==> src/rtl/jio_pkg.sv <==
// jio_pkg - shared definitions for the jioctl IO controller.
//   ST_*      : bit positions of the per-channel status byte.
//   strobe_e  : decoded CPU strobe operation.
//   jio_decode: maps (io_s, io_e, io_da, io_io) to a strobe_e value.
//               Any ambiguous combination (both strobes, or a direction
//               that does not fit the strobe) decodes to NONE.
package jio_pkg;

    localparam int ST_HOLDV = 0;
    localparam int ST_EMPTY = 1;
    localparam int ST_FULL  = 2;
    localparam int ST_OVF   = 3;

    typedef enum logic [2:0] {
        NONE,
        ADDR_SEL,
        DATA_WR,
        DATA_RD,
        STAT_RD
    } strobe_e;

    function automatic strobe_e jio_decode(input logic s, input logic e,
                                           input logic da, input logic io);
        strobe_e op;
        op = NONE;
        if (s && !e && io)
            op = da ? ADDR_SEL : DATA_WR;
        else if (e && !s && !io)
            op = da ? STAT_RD : DATA_RD;
        return op;
    endfunction

endpackage

==> src/rtl/jfifo.sv <==
// jfifo - single-clock FIFO used as one jioctl output channel.
//   CLK, RSTN   : clock, asynchronous active-low reset (empties the FIFO)
//   push, wdata : write request and data; refused when full unless a pop
//                 happens on the same edge
//   pop         : read request; ignored when empty
//   head        : current head entry (combinational from storage, so a
//                 pushed word is visible the cycle after the push)
//   full, empty : occupancy flags
module jfifo #(
    parameter int WIDTH = 8,
    parameter int DEPTH = 4
) (
    input  logic             CLK,
    input  logic             RSTN,
    input  logic             push,
    input  logic [WIDTH-1:0] wdata,
    input  logic             pop,
    output logic [WIDTH-1:0] head,
    output logic             full,
    output logic             empty
);
    localparam int AW = $clog2(DEPTH);

    logic [WIDTH-1:0] mem [DEPTH];
    logic [AW-1:0]    wr_ptr_reg;
    logic [AW-1:0]    rd_ptr_reg;
    logic [AW:0]      count_reg;
    logic             push_ok;
    logic             pop_ok;

    assign full  = (count_reg == (AW+1)'(DEPTH));
    assign empty = (count_reg == '0);

    // A pop frees the slot the push needs, so push on full is legal when
    // popping; pop on empty never happens, so a push on empty is push-only.
    assign pop_ok  = pop && !empty;
    assign push_ok = push && (!full || pop_ok);

    assign head = mem[rd_ptr_reg];

    // Storage is not reset: occupancy is tracked by the pointers/count.
    always_ff @(posedge CLK) begin
        if (push_ok)
            mem[wr_ptr_reg] <= wdata;
    end

    // DEPTH is a power of two, so pointer overflow wraps modulo DEPTH.
    always_ff @(posedge CLK or negedge RSTN) begin
        if (!RSTN) begin
            wr_ptr_reg <= '0;
            rd_ptr_reg <= '0;
            count_reg  <= '0;
        end else begin
            if (push_ok)
                wr_ptr_reg <= wr_ptr_reg + 1'b1;
            if (pop_ok)
                rd_ptr_reg <= rd_ptr_reg + 1'b1;
            case ({push_ok, pop_ok})
                2'b10:   count_reg <= count_reg + 1'b1;
                2'b01:   count_reg <= count_reg - 1'b1;
                default: count_reg <= count_reg;
            endcase
        end
    end

endmodule

==> src/rtl/jioctl.sv <==
// jioctl - CPU-bus IO controller with NDEV device channels.
//   CLK, RSTN            : clock, asynchronous active-low reset
//   bus_in / bus_out     : CPU bus; bus_out is 0 unless a read is decoded
//   io_s, io_e           : set (write/select) and enable (read) strobes
//   io_da, io_io         : address/status vs data, output vs input
//   dev_data/dev_valid/dev_ready : per-channel output FIFO handshake
//   in_data/in_valid/in_ready    : per-channel input capture handshake
// Build option: macro JIOCTL_INPUT_EN includes the input capture path;
// without it in_ready is 0, data reads return 0 and the hold_v status bit
// reads 0.
module jioctl
    import jio_pkg::*;
#(
    parameter int WIDTH = 8,
    parameter int NDEV  = 4,
    parameter int DEPTH = 4
) (
    input  logic                  CLK,
    input  logic                  RSTN,
    input  logic [WIDTH-1:0]      bus_in,
    output logic [WIDTH-1:0]      bus_out,
    input  logic                  io_s,
    input  logic                  io_e,
    input  logic                  io_da,
    input  logic                  io_io,
    output logic [NDEV*WIDTH-1:0] dev_data,
    output logic [NDEV-1:0]       dev_valid,
    input  logic [NDEV-1:0]       dev_ready,
    input  logic [NDEV*WIDTH-1:0] in_data,
    input  logic [NDEV-1:0]       in_valid,
    output logic [NDEV-1:0]       in_ready
);
    localparam int CW = (NDEV > 1) ? $clog2(NDEV) : 1;
    localparam logic [WIDTH-1:0] NDEV_W = WIDTH'(NDEV);

    strobe_e          op;
    logic [WIDTH-1:0] dev_addr_reg;
    logic             addr_ok;
    logic [CW-1:0]    sel;
    logic [NDEV-1:0]  ovf_reg;
    logic [NDEV-1:0]  fifo_push;
    logic [NDEV-1:0]  fifo_pop;
    logic [NDEV-1:0]  fifo_full;
    logic [NDEV-1:0]  fifo_empty;
    logic [NDEV-1:0]  hold_v;
    logic [WIDTH-1:0] fifo_head [NDEV];
    logic [WIDTH-1:0] bus_next;

    assign op      = jio_decode(io_s, io_e, io_da, io_io);
    // Out-of-range addresses select nothing: every per-channel action
    // below is qualified by addr_ok.
    assign addr_ok = (dev_addr_reg < NDEV_W);
    assign sel     = dev_addr_reg[CW-1:0];

    always_ff @(posedge CLK or negedge RSTN) begin
        if (!RSTN)
            dev_addr_reg <= '0;
        else if (op == ADDR_SEL)
            dev_addr_reg <= bus_in;
    end

    genvar gi;
    generate
        for (gi = 0; gi < NDEV; gi++) begin : g_chan
            assign fifo_push[gi] = (op == DATA_WR) && addr_ok && (sel == CW'(gi));
            assign fifo_pop[gi]  = dev_valid[gi] && dev_ready[gi];
            assign dev_valid[gi] = !fifo_empty[gi];
            assign dev_data[gi*WIDTH +: WIDTH] = fifo_head[gi];

            jfifo #(
                .WIDTH (WIDTH),
                .DEPTH (DEPTH)
            ) u_fifo (
                .CLK   (CLK),
                .RSTN  (RSTN),
                .push  (fifo_push[gi]),
                .wdata (bus_in),
                .pop   (fifo_pop[gi]),
                .head  (fifo_head[gi]),
                .full  (fifo_full[gi]),
                .empty (fifo_empty[gi])
            );
        end
    endgenerate

    // Overflow is only a dropped write: a full FIFO that pops on the same
    // edge takes the word, so it does not flag.
    always_ff @(posedge CLK or negedge RSTN) begin
        if (!RSTN) begin
            ovf_reg <= '0;
        end else begin
            for (int k = 0; k < NDEV; k++) begin
                if ((op == STAT_RD) && addr_ok && (sel == CW'(k)))
                    ovf_reg[k] <= 1'b0;
                else if (fifo_push[k] && fifo_full[k] && !fifo_pop[k])
                    ovf_reg[k] <= 1'b1;
            end
        end
    end

`ifdef JIOCTL_INPUT_EN
    logic [WIDTH-1:0] hold_reg [NDEV];
    logic [NDEV-1:0]  hold_v_reg;

    assign hold_v   = hold_v_reg;
    assign in_ready = ~hold_v_reg;

    // A read only clears a full holding register; since in_ready is low
    // then, the read-clear and a capture can never meet on one channel.
    always_ff @(posedge CLK or negedge RSTN) begin
        if (!RSTN) begin
            hold_v_reg <= '0;
            for (int k = 0; k < NDEV; k++)
                hold_reg[k] <= '0;
        end else begin
            for (int k = 0; k < NDEV; k++) begin
                if ((op == DATA_RD) && addr_ok && (sel == CW'(k)) && hold_v_reg[k]) begin
                    hold_v_reg[k] <= 1'b0;
                end else if (in_valid[k] && !hold_v_reg[k]) begin
                    hold_v_reg[k] <= 1'b1;
                    hold_reg[k]   <= in_data[k*WIDTH +: WIDTH];
                end
            end
        end
    end
`else
    logic unused_in;

    assign hold_v    = '0;
    assign in_ready  = '0;
    assign unused_in = ^{in_data, in_valid};
`endif

    always_comb begin
        bus_next = '0;
        if (addr_ok) begin
            case (op)
`ifdef JIOCTL_INPUT_EN
                DATA_RD: if (hold_v[sel]) bus_next = hold_reg[sel];
`endif
                STAT_RD: begin
                    bus_next[ST_HOLDV] = hold_v[sel];
                    bus_next[ST_EMPTY] = fifo_empty[sel];
                    bus_next[ST_FULL]  = fifo_full[sel];
                    bus_next[ST_OVF]   = ovf_reg[sel];
                end
                default: bus_next = '0;
            endcase
        end
    end

    // Forced low while in reset so the bus is quiet regardless of strobes.
    assign bus_out = RSTN ? bus_next : '0;

endmodule

==> config.mk <==
export PLATFORM = sky130hd
export DESIGN_NAME = jioctl
export DESIGN_NICKNAME = d
export VERILOG_FILES = /design/src/rtl/jio_pkg.sv /design/src/rtl/jfifo.sv /design/src/rtl/jioctl.sv
export SDC_FILE = /design/constraint.sdc
export NUM_CORES = 1
export LEC_CHECK = 0
export CORE_MARGIN = 5
export CORE_UTILIZATION = 41
export CTS_CLUSTER_DIAMETER = 150
export CTS_CLUSTER_SIZE = 28
export DETAILED_ROUTE_END_ITERATION = 6
export DONT_BUFFER_PORTS = 1
export GPL_ROUTABILITY_DRIVEN = 0
export GPL_TIMING_DRIVEN = 0
export SLEW_MARGIN = 5
export SYNTH_ARGS = -nofsm -noshare
export SYNTH_HDL_FRONTEND = slang
export SYNTH_HIERARCHICAL = 1
export SYNTH_SLANG_ARGS = --single-unit
==> constraint.sdc <==
create_clock -name CLK -period 2.34 [get_ports CLK]
set_input_delay 0.468 -clock CLK [delete_from_list [all_inputs] [get_ports CLK]]
set_output_delay 0.468 -clock CLK [all_outputs]
set_load 0.01 [all_outputs]
# == Word level (Yosys, flattened, before mapping) ==
# Memories as Yosys holds them, arrays and structs flattened.
# Index checks and enable logic that the tools add are counted.
# word_totals
reg_bits,40
mem_bits_rw,128
inputBits,54
output_inout_bits,48
memories,4
# mem_list
memory,words,word_bits,rd,rd_ports_with_merged_regs,wr,line,source
g_chan[0].u_fifo.mem,4,8,1,0,1,jfifo.sv:24,logic [WIDTH-1:0] mem [DEPTH];
g_chan[1].u_fifo.mem,4,8,1,0,1,jfifo.sv:24,
g_chan[2].u_fifo.mem,4,8,1,0,1,jfifo.sv:24,
g_chan[3].u_fifo.mem,4,8,1,0,1,jfifo.sv:24,
# op_classes
add_sub_neg,16
order_cmp,2
eq_ne,18
mux,35
n_reduce_logical,66
# op_table
cell,n
logical AND 1 bit,34
one-hot mux 3 bit (2 select lines),4
two-way mux 1 bit,20
adder 2 x 1 -> 2 bit (second input constant),8
nonzero test 2 bit,8
equality test 3 bit (second input constant),5
zero test 1 bit,15
adder 3 x 1 -> 3 bit (second input constant),4
equality test 2 bit (second input constant),6
zero test 3 bit,4
subtractor 3 x 1 -> 3 bit (second input constant),4
equality test 2 x 1 -> 1 bit (second input constant),5
two-way mux 3 bit,3
binary-select mux 1 bit (select 2 bit),4
less-than comparator 8 x 3 -> 1 bit (second input constant),1
two-way mux 4 bit,2
two-way mux 8 bit,1
logical OR 1 bit,4
equality test 3 x 1 -> 1 bit (second input constant),1
equality test 3 x 2 -> 1 bit (second input constant),1
less-than comparator 2 x 3 -> 1 bit (second input constant),1
zero test 2 bit,1
two-way mux 2 bit,1

# == Depth between registers and ports, before layout ==
# Gate-level depths: netlist of the first run.
# depth
depth_word,12
depth_mapped,12

# == Modules after synthesis ==
# Netlist of the first run, hierarchy kept.
# by_module_without_submodules
module,instances,cells_each,area_each_um2
jfifo (g_chan[0].u_fifo ...),2,80,1587.8
jfifo (g_chan[3].u_fifo),1,90,1682.9
jfifo (g_chan[2].u_fifo),1,88,1647.8
jioctl,1,86,845.8

# == Worst setup path before layout of the first run ==
# Ideal clock, no wire load.
# synth_timing
path_type,flip-flop to flip-flop
startpoint,register g_chan[3].u_fifo.count_reg[2]
endpoint,register g_chan[3].u_fifo.count_reg[1]
setup_ns,0.087
arrival_time_ns,2.336
required_time_ns,2.253
setup_slack_ns,-0.083
stages_incl_launch_ff,12
path_buffers,2
period_less_slack_ns,2.423
path_cell_list,dfrtp_1 > buf_6 > nor3_1 > nand2b_1 > inv_1 > buf_2 > o31a_1 > or2b_1 > fa_1 > o21ba_2 > o211ai_1 > a22oi_1
# synth_via
elab_chain_cells,8
# synth_lines
item,line,source
start: declaration,jfifo.sv:27,logic [AW:0] count_reg;
start signal: assignment,jfifo.sv:59,2'b10: count_reg <= count_reg + 1'b1;
start signal: assignment,jfifo.sv:60,2'b01: count_reg <= count_reg - 1'b1;
start signal: assignment,jfifo.sv:61,default: count_reg <= count_reg;
zero test 3 bit *,jfifo.sv:32,assign empty = (count_reg == '0);
via fifo_empty[3],jioctl.sv:44,logic [NDEV-1:0] fifo_empty;
zero test 1 bit *,jioctl.sv:67,assign dev_valid[gi] = !fifo_empty[gi];
logical AND 1 bit *,jioctl.sv:66,assign fifo_pop[gi] = dev_valid[gi] && dev_ready[gi];
via fifo_pop[3],jioctl.sv:42,logic [NDEV-1:0] fifo_pop;
logical AND 1 bit *,jfifo.sv:36,assign pop_ok = pop && !empty;
logical OR 1 bit,jfifo.sv:37,assign push_ok = push && (!full || pop_ok);
logical AND 1 bit,jfifo.sv:37,
equality test 2 x 1 -> 1 bit / equality test 2 bit (equally long branches),jfifo.sv:58,"case ({push_ok, pop_ok})"
one-hot mux 3 bit (2 select lines) / nonzero test 2 bit (equally long branches),--,
# The timed path passes the listed nets; every way through them passes the cells marked *.
# A chain may end at the register's enable or synchronous reset.

# == Worst setup path in the final report of the first run ==
# layout_timing
startpoint,register dev_addr_reg[6]
endpoint,output port bus_out[2]
# layout_via
elab_chain_cells,3
# layout_lines
item,line,source
start: declaration,jioctl.sv:37,logic [WIDTH-1:0] dev_addr_reg;
start signal: assignment,jioctl.sv:59,dev_addr_reg <= bus_in;
less-than comparator 8 x 3 -> 1 bit,jioctl.sv:52,assign addr_ok = (dev_addr_reg < NDEV_W);
two-way mux 4 bit,jioctl.sv:136,if (addr_ok) begin
two-way mux 8 bit,jioctl.sv:153,assign bus_out = RSTN ? bus_next : '0;
end: declaration,jioctl.sv:21,"output logic [WIDTH-1:0] bus_out,"
# Every way passes these cells.

==> flow_results.org, run 1 <==
** Status
- The run finished, with violations left.
- The final reports fail on negative setup slack.

** Global routing
- Vias in the first global route :: 3,783
- Entering global routing, the biggest net connects 41 pins.
- Aggregate global-route resource usage :: 13.7%
- Summed over all layers, the global routing overflow is 0.
- Wire length of the first global-routing pass :: 21,100 µm
- Initial antenna violation count :: 0

** Power
- In this run the power spent charging and discharging nets is 2800 µW.
- Combinational logic is responsible for 30.7% of the overall power.
- Dividing total power by cell area gives a power density of 1060 nW/µm².
- Sequential fraction of design power :: 40.3%
- Sw frac :: 30.3%
- Reported leakage power :: 0.00317 µW
- Cell internal power was estimated by the tool at 6430 µW.
- IR analysis of the VDD net gives a maximum drop of 0.000628 V.
- In this run, the clock network consumes 29.0% of the power.

** Synthesis
- The share of the Yosys chip area taken by registers is 65.9%.
- Yosys mapped a number of flops with a built-in enable equal to 128.
- Compound-cell area share of the yosys netlist :: 2.96%
- By area the synthesized netlist is led by sky130_fd_sc_hd__edfxtp_1, sky130_fd_sc_hd__dfrtp_1, sky130_fd_sc_hd__mux4_2.
- For this run, the leading register cell type out of synthesis is sky130_fd_sc_hd__edfxtp_1.
- In this run the biggest area consumer among cell types represents 52.3% of the synthesized area.
- Synthesized instance count :: 424
- Of the total synthesized cell area, the portion taken by full adders, half adders and majority gates is 4.15%.
- Share of cell area taken by muxes after synthesis :: 13.4%
- For this run, the number of Yosys warnings is 6.
- Library cell with the largest summed area after synthesis :: sky130_fd_sc_hd__edfxtp_1
- Synthesized area divided by synthesized cell count :: 17.3 µm²
- Number of flip-flops and latches in the synthesized netlist :: 168
- Xor-xnor portion of the synthesized cell area :: 2.86%
- Share of flip-flops with an asynchronous set or reset :: 23.8%
- Synthesis instantiated 55 different standard cells from the library.
- Combined area of all synthesized cells :: 7350 µm²
- After synthesis, the largest family of logic cells by area is multiplexers.
- Simple-gate share of the synthesized area :: 7.16%

** STA
- Final count of pins violating max slew :: 0
- Number of hold violations in the final report :: 0
- Minimum clock period :: 2.57 ns
- Final setup slack of the worst path :: -0.229 ns
- Setup repair after global routing could not meet its margin everywhere.
- Dividing the final minimum period by the clock period gives 110%.
- Tightest Pin Transition :: 0.605 ns
- Finish-stage setup viols :: 8
- Fin Clk Skew :: 0.00775 ns
- Based on the critical path, the design can be clocked at up to 0.389 GHz.
- The worst pin sits at a relative slew slack of 59.7%.

** Clock tree
- The clock passes through at most 2 buffers.
- The clock net in this run drives a total of 168 sinks.
- The clock tree synthesis step divided the H-tree into 4 levels.
- Clock-pin slew was measured on the worst setup and hold paths at 0.06 ns.
- Counting the buffers created by CTS gives 17.
- TritonCTS clock tree :: built
- The root buffer cell chosen for the clock tree is sky130_fd_sc_hd__clkbuf_16.
- Clock latency reported for the late side of the worst-skew pair :: 0.41 ns

** Die
- In this run the horizontal extent of the chip is 144 µm.
- For this design the top-level I/O count stands at 102.
- Starting utilization of the core area :: 41.4%
- Height of the die :: 144 µm
- The floorplan step defined a core boundary enclosing 17,800 µm².
- The floorplan step defined a die boundary enclosing 20,700 µm².
- The floorplan has 49 rows.

** Critical path
- At the worst endpoint, the arrival time is 2.10 ns.
- Tracing the worst setup path back leads to its startpoint at dev_addr_reg[6].
- In this run the register-to-register setup slack is -0.11 ns.
- The worst setup path is captured at an output pin.
- STA classifies the critical path startpoint as a flop.
- Start of the worst register-to-register path :: dev_addr_reg[6]
- Cell type of the slowest stage on the worst timing path :: sky130_fd_sc_hd__or4b_4
- CP max stage delay :: 0.57 ns
- The worst setup path is of the reg2out kind.
- Data on the critical path is required at its endpoint by 1.87 ns.
- Largest fanout on the critical path :: 3
- Walking the worst path, the cells encountered are or4_4, or4b_4, nor2b_4.

** Hold path
- Min-delay src :: bus_in[6]
- Hold crit path type :: in2reg

** Routing
- After the first detailed-routing iteration, the DRC count stood at 206.
- Before antenna repair, the detailed router went through 4 iterations.
- The detailed router placed 3,701 vias in this run.
- Drt total wl :: 13,700 µm
- Dividing the detail-routed via count by the number of cells gives 5.10.
- Once detail routing completed, the nets flagged for antenna violations numbered 0.
- Dividing the detail-routed wire length by the instance count gives 18.8 µm.
- Remaining DRCs :: 0

** Layout
- The number of antenna diodes in the final layout is 0.
- After routing the design area is 8700 µm².
- Largest register FFs :: 128
- Excluding fillers, the count of instances in the completed layout stands at 726.
- Area growth from synthesis to layout :: 18.3%
- The library cell used most frequently in the layout, excluding fill and tap cells, is sky130_fd_sc_hd__edfxtp_1.
- Total Nets Final :: 560
- Commonest cells after routing, fill and taps aside :: sky130_fd_sc_hd__edfxtp_1, sky130_fd_sc_hd__buf_4, sky130_fd_sc_hd__mux4_2
- Cells with a size suffix above 1 make up 38.8% of the layout.

** Placed design
- Detailed placer's ending HPWL :: 8690 µm
- During placement, the flow inserted port buffers numbering 0.
- In this run the cell area measured after placement is 7680 µm².
- The number of placed instances, taps included, is 661.

** Job
- Max-cap violation count :: 0
## layout make-up
type                    instances  area [µm²]
flip-flops and latches        168        4850
clock buffers                  20         467
well taps                     229         287
inverters                      33         124
multi-input cells             208        2420
fillers                      1493        9080
plain buffers                  21         140
clock inverters                12         115
repair buffers                 35         289
## stage by stage
stage	hold slack [ns]	power, µW	utilization [%]	setup TNS (ns)	setup slack (ns)
after floorplan	0.172	5720	-	0	0.00391
after global placement	0.175	6140	43.2	-21.99	-0.390
after detailed placement	0.174	6220	43.2	-27.93	-0.446
after CTS	0.124	9100	47.6	-0.878	-0.242
after global routing	0.117	9730	48.9	-2.12	-0.286
final	0.146	9230	48.9	-1.03	-0.229
## cells by family (layout without fill, tap and decap cells)
logic type      count (synthesis)  in the layout
flops                         168            168
simple gates                   77             77
mux                            52             52
fa+ha+maj                      22             22
xor+xnor                       24             24
other cells                     1              9
compound gates                 24             24
buf+inv                        56            121
## cells in the mapped netlist, types with 3 or more instances
library cell	n
sky130_fd_sc_hd__a41oi_1	4
sky130_fd_sc_hd__and2_1	8
sky130_fd_sc_hd__and2_2	8
sky130_fd_sc_hd__buf_1	4
sky130_fd_sc_hd__buf_2	7
sky130_fd_sc_hd__buf_4	9
sky130_fd_sc_hd__dfrtp_1	40
sky130_fd_sc_hd__edfxtp_1	128
sky130_fd_sc_hd__fa_1	4
sky130_fd_sc_hd__ha_1	18
sky130_fd_sc_hd__inv_1	33
sky130_fd_sc_hd__mux2_2	11
sky130_fd_sc_hd__mux2i_1	3
sky130_fd_sc_hd__mux4_2	35
sky130_fd_sc_hd__nand2_1	7
sky130_fd_sc_hd__nand2b_1	6
sky130_fd_sc_hd__nand3_1	4
sky130_fd_sc_hd__nor2_1	7
sky130_fd_sc_hd__nor2b_1	3
sky130_fd_sc_hd__nor3_1	9
sky130_fd_sc_hd__nor4_1	4
sky130_fd_sc_hd__xnor2_1	10
sky130_fd_sc_hd__xor2_1	14
## power groups by stage
stage / combinational, µW / sequential (µW) / clock, µW
2_1_floorplan: 2030 / 3690 / 0
3_3_place_gp: 2410 / 3720 / 0
3_5_place_dp: 2480 / 3740 / 0
4_1_cts: 2610 / 3750 / 2750
5_1_grt: 3090 / 3750 / 2890
6_report: 2830 / 3720 / 2680
## routing by layer
layer	GRT usage, %	wire length (µm)	vias up
met4	3.52	124	0
met1	18.1	6110	1908
met2	22.2	6850	76
met3	4.03	604	12
met5	0	0	-
li1	-	-	1705
## critical path: cells and delay by family (launching register included)
family           cells  cell delay, ns
DFF                  1            0.40
and+or+nand+nor      3            1.29
## path summary, 6_finish.rpt
path / to / depth (start not counted)
max: bus_out[2] / 3
min: g_chan[2].u_fifo/mem[3][6] / 0
max reg2reg: g_chan[3].u_fifo/count_reg[1] / 10
min reg2reg: g_chan[1].u_fifo/count_reg[0] / 1
max in group asynchronous: dev_addr_reg[0] / 2
min in group asynchronous: g_chan[3].u_fifo/count_reg[0] / 2
## repair_timing
| item | 4_1_cts | 5_1_grt |
|---|---|---|
| resized for setup | 33 | 25 |
| buffers inserted | 10 | 23 |
| endpoints found under the setup margin | 77 | 75 |
| hold endpoints to repair | 40 | 0 |
| pin swaps | 5 | 12 |
| hold buffers | 2 | 0 |
| cloned | 0 | 0 |
Note: power is estimated with default switching activity, not from simulation.
==> inputs of run 2 (changes only) <==
ABC_AREA = 1   (was unset)
SYNTH_HIERARCHICAL = unset   (was 1)
==> flow_results.org, run 2 <==
** Synthesis
- The cell type contributing the most total cell area after synthesis was sky130_fd_sc_hd__edfxtp_1 (unchanged).
- Synthesized instance count :: 597 (was 424)
- The simple-gate share of the synthesized area is 12.5% (was 7.16%).
- The number of enable-type register cells in the synthesized netlist is 128 (unchanged).
- Share of flip-flops with an asynchronous set or reset :: 23.8% (unchanged)
- Largest family of logic cells by synthesized area :: simple AND/OR/NAND/NOR gates (was multiplexers)
- The synthesized-area fraction occupied by adder cells was 4.53% (was 4.15%).
- Main synth FF type :: sky130_fd_sc_hd__edfxtp_1 (unchanged)
- Biggest area contributors in the synthesized netlist: sky130_fd_sc_hd__edfxtp_1, sky130_fd_sc_hd__dfrtp_1, sky130_fd_sc_hd__o21ai_0 (was sky130_fd_sc_hd__edfxtp_1, sky130_fd_sc_hd__dfrtp_1, sky130_fd_sc_hd__mux4_2).
- The post-synthesis register bit count was 168 (unchanged).
- Number of unique standard cell types used by synthesis :: 34 (was 55)
- The portion of the post-synthesis area used by sequential elements was 66.5% (was 65.9%).
- Number of warnings printed during yosys synthesis :: 0 (was 6)
- Share of cell area taken by muxes after synthesis :: 0.927% (was 13.4%)
- The synthesized cell area came to 7290 µm² (was 7350 µm²).
- The fraction of the mapped netlist area in compound gates is 8.65% (was 2.96%).
- The per-instance average area after synthesis was 12.2 µm² (was 17.3 µm²).
- Most instantiated cells after synthesis: sky130_fd_sc_hd__edfxtp_1, sky130_fd_sc_hd__nor2_1, sky130_fd_sc_hd__o21ai_0 (was sky130_fd_sc_hd__edfxtp_1, sky130_fd_sc_hd__dfrtp_1, sky130_fd_sc_hd__mux4_2).
- Library cell with the highest instance count after synthesis :: sky130_fd_sc_hd__edfxtp_1 (unchanged)
- The share of the synthesized area in the top cell type came to 52.7% (was 52.3%).
- Xor-xnor portion of the synthesized cell area :: 1.44% (was 2.86%)

** STA
- Final setup slack of the worst path :: 0.0917 ns (was -0.229 ns)
- The final critical-path share of the clock period was 96.1% (was 110%).
- Max transition margin :: 45.6% (was 59.7%)
- Tightest Pin Transition :: 0.814 ns (was 0.605 ns)
- Fin Clk Skew :: 0.00753 ns (was 0.00775 ns)
- RSZ-0062 raised after global routing :: no (was yes)
- The achievable clock frequency was 0.445 GHz (was 0.389 GHz).
- The count of final hold-check violations is 0 (unchanged).
- Minimum clock period :: 2.25 ns (was 2.57 ns)
- Final count of pins violating max slew :: 0 (unchanged)
- The final setup violation count was 0 (was 8).

** Die
- The chip width came to 143 µm (was 144 µm).
- The placeable core region is 17,400 µm² (was 17,800 µm²).
- Area of the die :: 20,500 µm² (was 20,700 µm²)
- Standard-cell row count :: 48 (was 49)
- Starting utilization of the core area :: 42.0% (was 41.4%)
- The boundary pin count was 102 (unchanged).
- Height of the die :: 143 µm (was 144 µm)

** Routing
- Via Count :: 4,471 (was 3,701)
- Detailed-router iteration count before antenna repair :: 5 (was 4)
- Routed length per placed instance :: 17.7 µm (was 18.8 µm)
- Remaining DRCs :: 0 (unchanged)
- Drt total wl :: 15,300 µm (was 13,700 µm)
- The post-detailed-route count of antenna-violating nets came to 0 (unchanged).
- The via density per instance is 5.17 (was 5.10).
- The iteration-0 DRC count of the detailed router was 281 (was 206).

** Power
- Net load switching power :: 3160 µW (was 2800 µW)
- The fraction of power consumed by the clock network is 29.7% (was 29.0%).
- Power density of the placed cells :: 1090 nW/µm² (was 1060 nW/µm²)
- The combinational share of power was 31.0% (was 30.7%).
- Cell Int Power :: 6000 µW (was 6430 µW)
- The final total power is 9160 µW (was 9230 µW).
- Largest voltage drop on the vdd net :: 0.000588 V (was 0.000628 V)
- Sw frac :: 34.5% (was 30.3%)
- Sequential fraction of design power :: 39.3% (was 40.3%)
- Reported leakage power :: 0.00313 µW (was 0.00317 µW)

** Placed design
- The standard cell area after detailed placement is 7600 µm² (was 7680 µm²).
- Placement-stage worst setup slack :: -0.151 ns (was -0.446 ns)
- The number of buffers added on ports was 0 (unchanged).
- Detailed placer's ending HPWL :: 9920 µm (was 8690 µm)

** Clock tree
- The clock insertion delay at the later pin of the skew report is 0.42 ns (was 0.41 ns).
- The CTS H-tree depth came to 4 (unchanged).
- Number of buffers on the longest clock path :: 2 (unchanged)
- TritonCTS Buffers :: 17 (unchanged)
- The clock tree root buffer cell is sky130_fd_sc_hd__clkbuf_16 (unchanged).
- TritonCTS clock tree :: built (unchanged)
- The total number of clock tree sinks was 168 (unchanged).
- Clock-pin slew on the worst setup and hold paths :: 0.06 ns (about the same)

** Critical path
- Cell chain of the critical path :: buf_2, clkinvlp_4, buf_2, o21ai_0, o22ai_1 (was or4_4, or4b_4, nor2b_4)
- The slowest cell on the critical path is sky130_fd_sc_hd__dfrtp_1 (was sky130_fd_sc_hd__or4b_4).
- The start of the worst register-to-register path is g_chan[1].u_fifo.count_reg[2] (was dev_addr_reg[6]).
- The number of cells traversed by the worst register-to-register path was 11 (was 10).
- Type of element launching the critical path :: flop (unchanged)
- R2R Setup Slk :: 0.17 ns (was -0.11 ns)
- The total buffers and inverters traversed by the critical path was 3 (was 0).
- Data required time at the worst endpoint :: 1.87 ns (about the same)
- By instance count, the cell type seen most on the critical path is sky130_fd_sc_hd__buf_2.
- The peak fanout along the critical path was 10 (was 3).
- The longest individual stage delay on the worst path was 0.36 ns (was 0.57 ns).
- Count of cell instances traversed by the critical path :: 5 (was 3)
- Critical path type :: reg2out (unchanged)
- The endpoint of the most critical register-to-register path is g_chan[1].u_fifo.count_reg[2] (was g_chan[3].u_fifo/count_reg[1]).
- Kind of end point of the critical path :: output pin (unchanged)
- The top cell family by delay on the critical path was buffers and inverters (was simple AND/OR/NAND/NOR gates).
- Arrival time of data at the critical path endpoint :: 1.78 ns (was 2.10 ns)

** Global routing
- The maximum number of pins on one net before global-route repair came to 41 (unchanged).
- The first-pass GRT wire length came to 23,700 µm (was 21,100 µm).
- Vias in the first global route :: 4,373 (was 3,783)
- The total congestion overflow after global routing came to 0 (unchanged).
- Aggregate global-route resource usage :: 15.3% (was 13.7%)
- Initial antenna violation count :: 0 (unchanged)

** Hold path
- The worst hold path class was in2reg (unchanged).
- Worst hold path depth :: 0 (unchanged)
- The hold path startpoint is bus_in[6] (unchanged).
- The worst min-delay path endpoint was g_chan[0].u_fifo.mem[0][6] (was g_chan[2].u_fifo/mem[3][6]).

** Layout
- The most common cell after layout, fill and taps aside is sky130_fd_sc_hd__edfxtp_1 (unchanged).
- Commonest cells after routing, fill and taps aside: sky130_fd_sc_hd__edfxtp_1, sky130_fd_sc_hd__nor2_1, sky130_fd_sc_hd__o21ai_0 (was sky130_fd_sc_hd__edfxtp_1, sky130_fd_sc_hd__buf_4, sky130_fd_sc_hd__mux4_2).
- The number of flip-flops under the largest register name is 128 (unchanged).
- The synthesis-to-layout area growth is 15.0% (was 18.3%).
- The number of inserted diodes was 0 (unchanged).
- Area of all placed cells without fillers :: 8380 µm² (was 8700 µm²)
- Total Nets Final :: 705 (was 560)
- The layout cell share with drive strength beyond 1 was 18.1% (was 38.8%).

** Status
- Run status :: finished clean (was finished with violations)

** Job
- Max-cap violation count :: 0 (unchanged)
-- run 2: cell count changes after synthesis, sizes merged, moves of 7 or more --
cell,before,now
mux2,14,6
and2,16,0
nor2,7,106
nand2,7,41
nor3,9,2
o22ai,0,32
nand3,4,13
o21ai,2,76
mux4,35,0
nand4,0,14
inv,33,64
-- run 2: repair_timing --
| item | in CTS | in global routing |
|---|---|---|
| gates cloned | 0 | 0 |
| setup endpoints to repair | 9 | 34 |
| gates resized for setup | 12 | 34 |
| endpoints found under the hold margin | 40 | 0 |
| hold buffers | 2 | 0 |
| pin swaps | 0 | 1 |
| buffers inserted | 0 | 1 |
-- run 2: cell families (layout without fill, tap and decap cells) --
family | Yosys count | in the layout
other | 1 | 9
adder cells (fa/ha/maj) | 24 | 24
multiplexers | 6 | 6
AO/OA/AOI/OAI | 117 | 117
AND/OR/NAND/NOR | 179 | 179
XOR/XNOR | 12 | 12
flip-flops | 168 | 168
buffers and inverters | 90 | 125
-- run 2: layout make-up --
class	count	area, µm²
buffer	26	165
clock buffer	22	444
clock inverter	10	128
fill	1494	8980
inverter	64	251
multi-input combinational	347	2230
sequential	168	4840
tap	225	282
timing repair buffer	3	37.5
-- run 2: power by group through the flow --
stage	clock, µW	sequential, µW	combinational, µW
finish	2720	3600	2840
global route	2880	3620	3150
CTS	2760	3590	2640
detailed placement	0	3650	2560
global placement	0	3630	2480
floorplan	0	3620	1950
-- run 2: how the worst max path moves through the flow --
stage,to,from
CTS,dev_data[10],g_chan[1].u_fifo.rd_ptr_reg[0]
detailed placement,g_chan[0].u_fifo.count_reg[2],g_chan[0].u_fifo.count_reg[0]
global route,g_chan[3].u_fifo.count_reg[2],g_chan[3].u_fifo.count_reg[0]
floorplan,g_chan[0].u_fifo.count_reg[2],g_chan[0].u_fifo.count_reg[0]
finish,dev_data[10],g_chan[1].u_fifo.rd_ptr_reg[0]
global placement,g_chan[0].u_fifo.count_reg[2],g_chan[0].u_fifo.count_reg[1]
-- run 2: per-layer routing --
layer	track usage, %	routed length, µm	part of all wire (%)	vias to the layer above
met1	19.9	6530	43	2186
met2	24.7	7510	49	132
met3	4.36	907	5.9	25
li1	-	-	-	2128
met4	5.65	346	2.3	0
met5	0	0	0	-
-- run 2: metrics by stage --
step | hold WS (ns) | util (%) | cells | setup TNS (ns)
finish | 0.146 | 48.3 | 865 | 0
global route | 0.119 | 48.3 | 865 | 0
CTS | 0.127 | 47.5 | 864 | 0
detailed placement | 0.174 | 43.8 | 830 | -0.257
global placement | 0.175 | 43.8 | 830 | -0.159
floorplan | 0.172 | - | 605 | 0
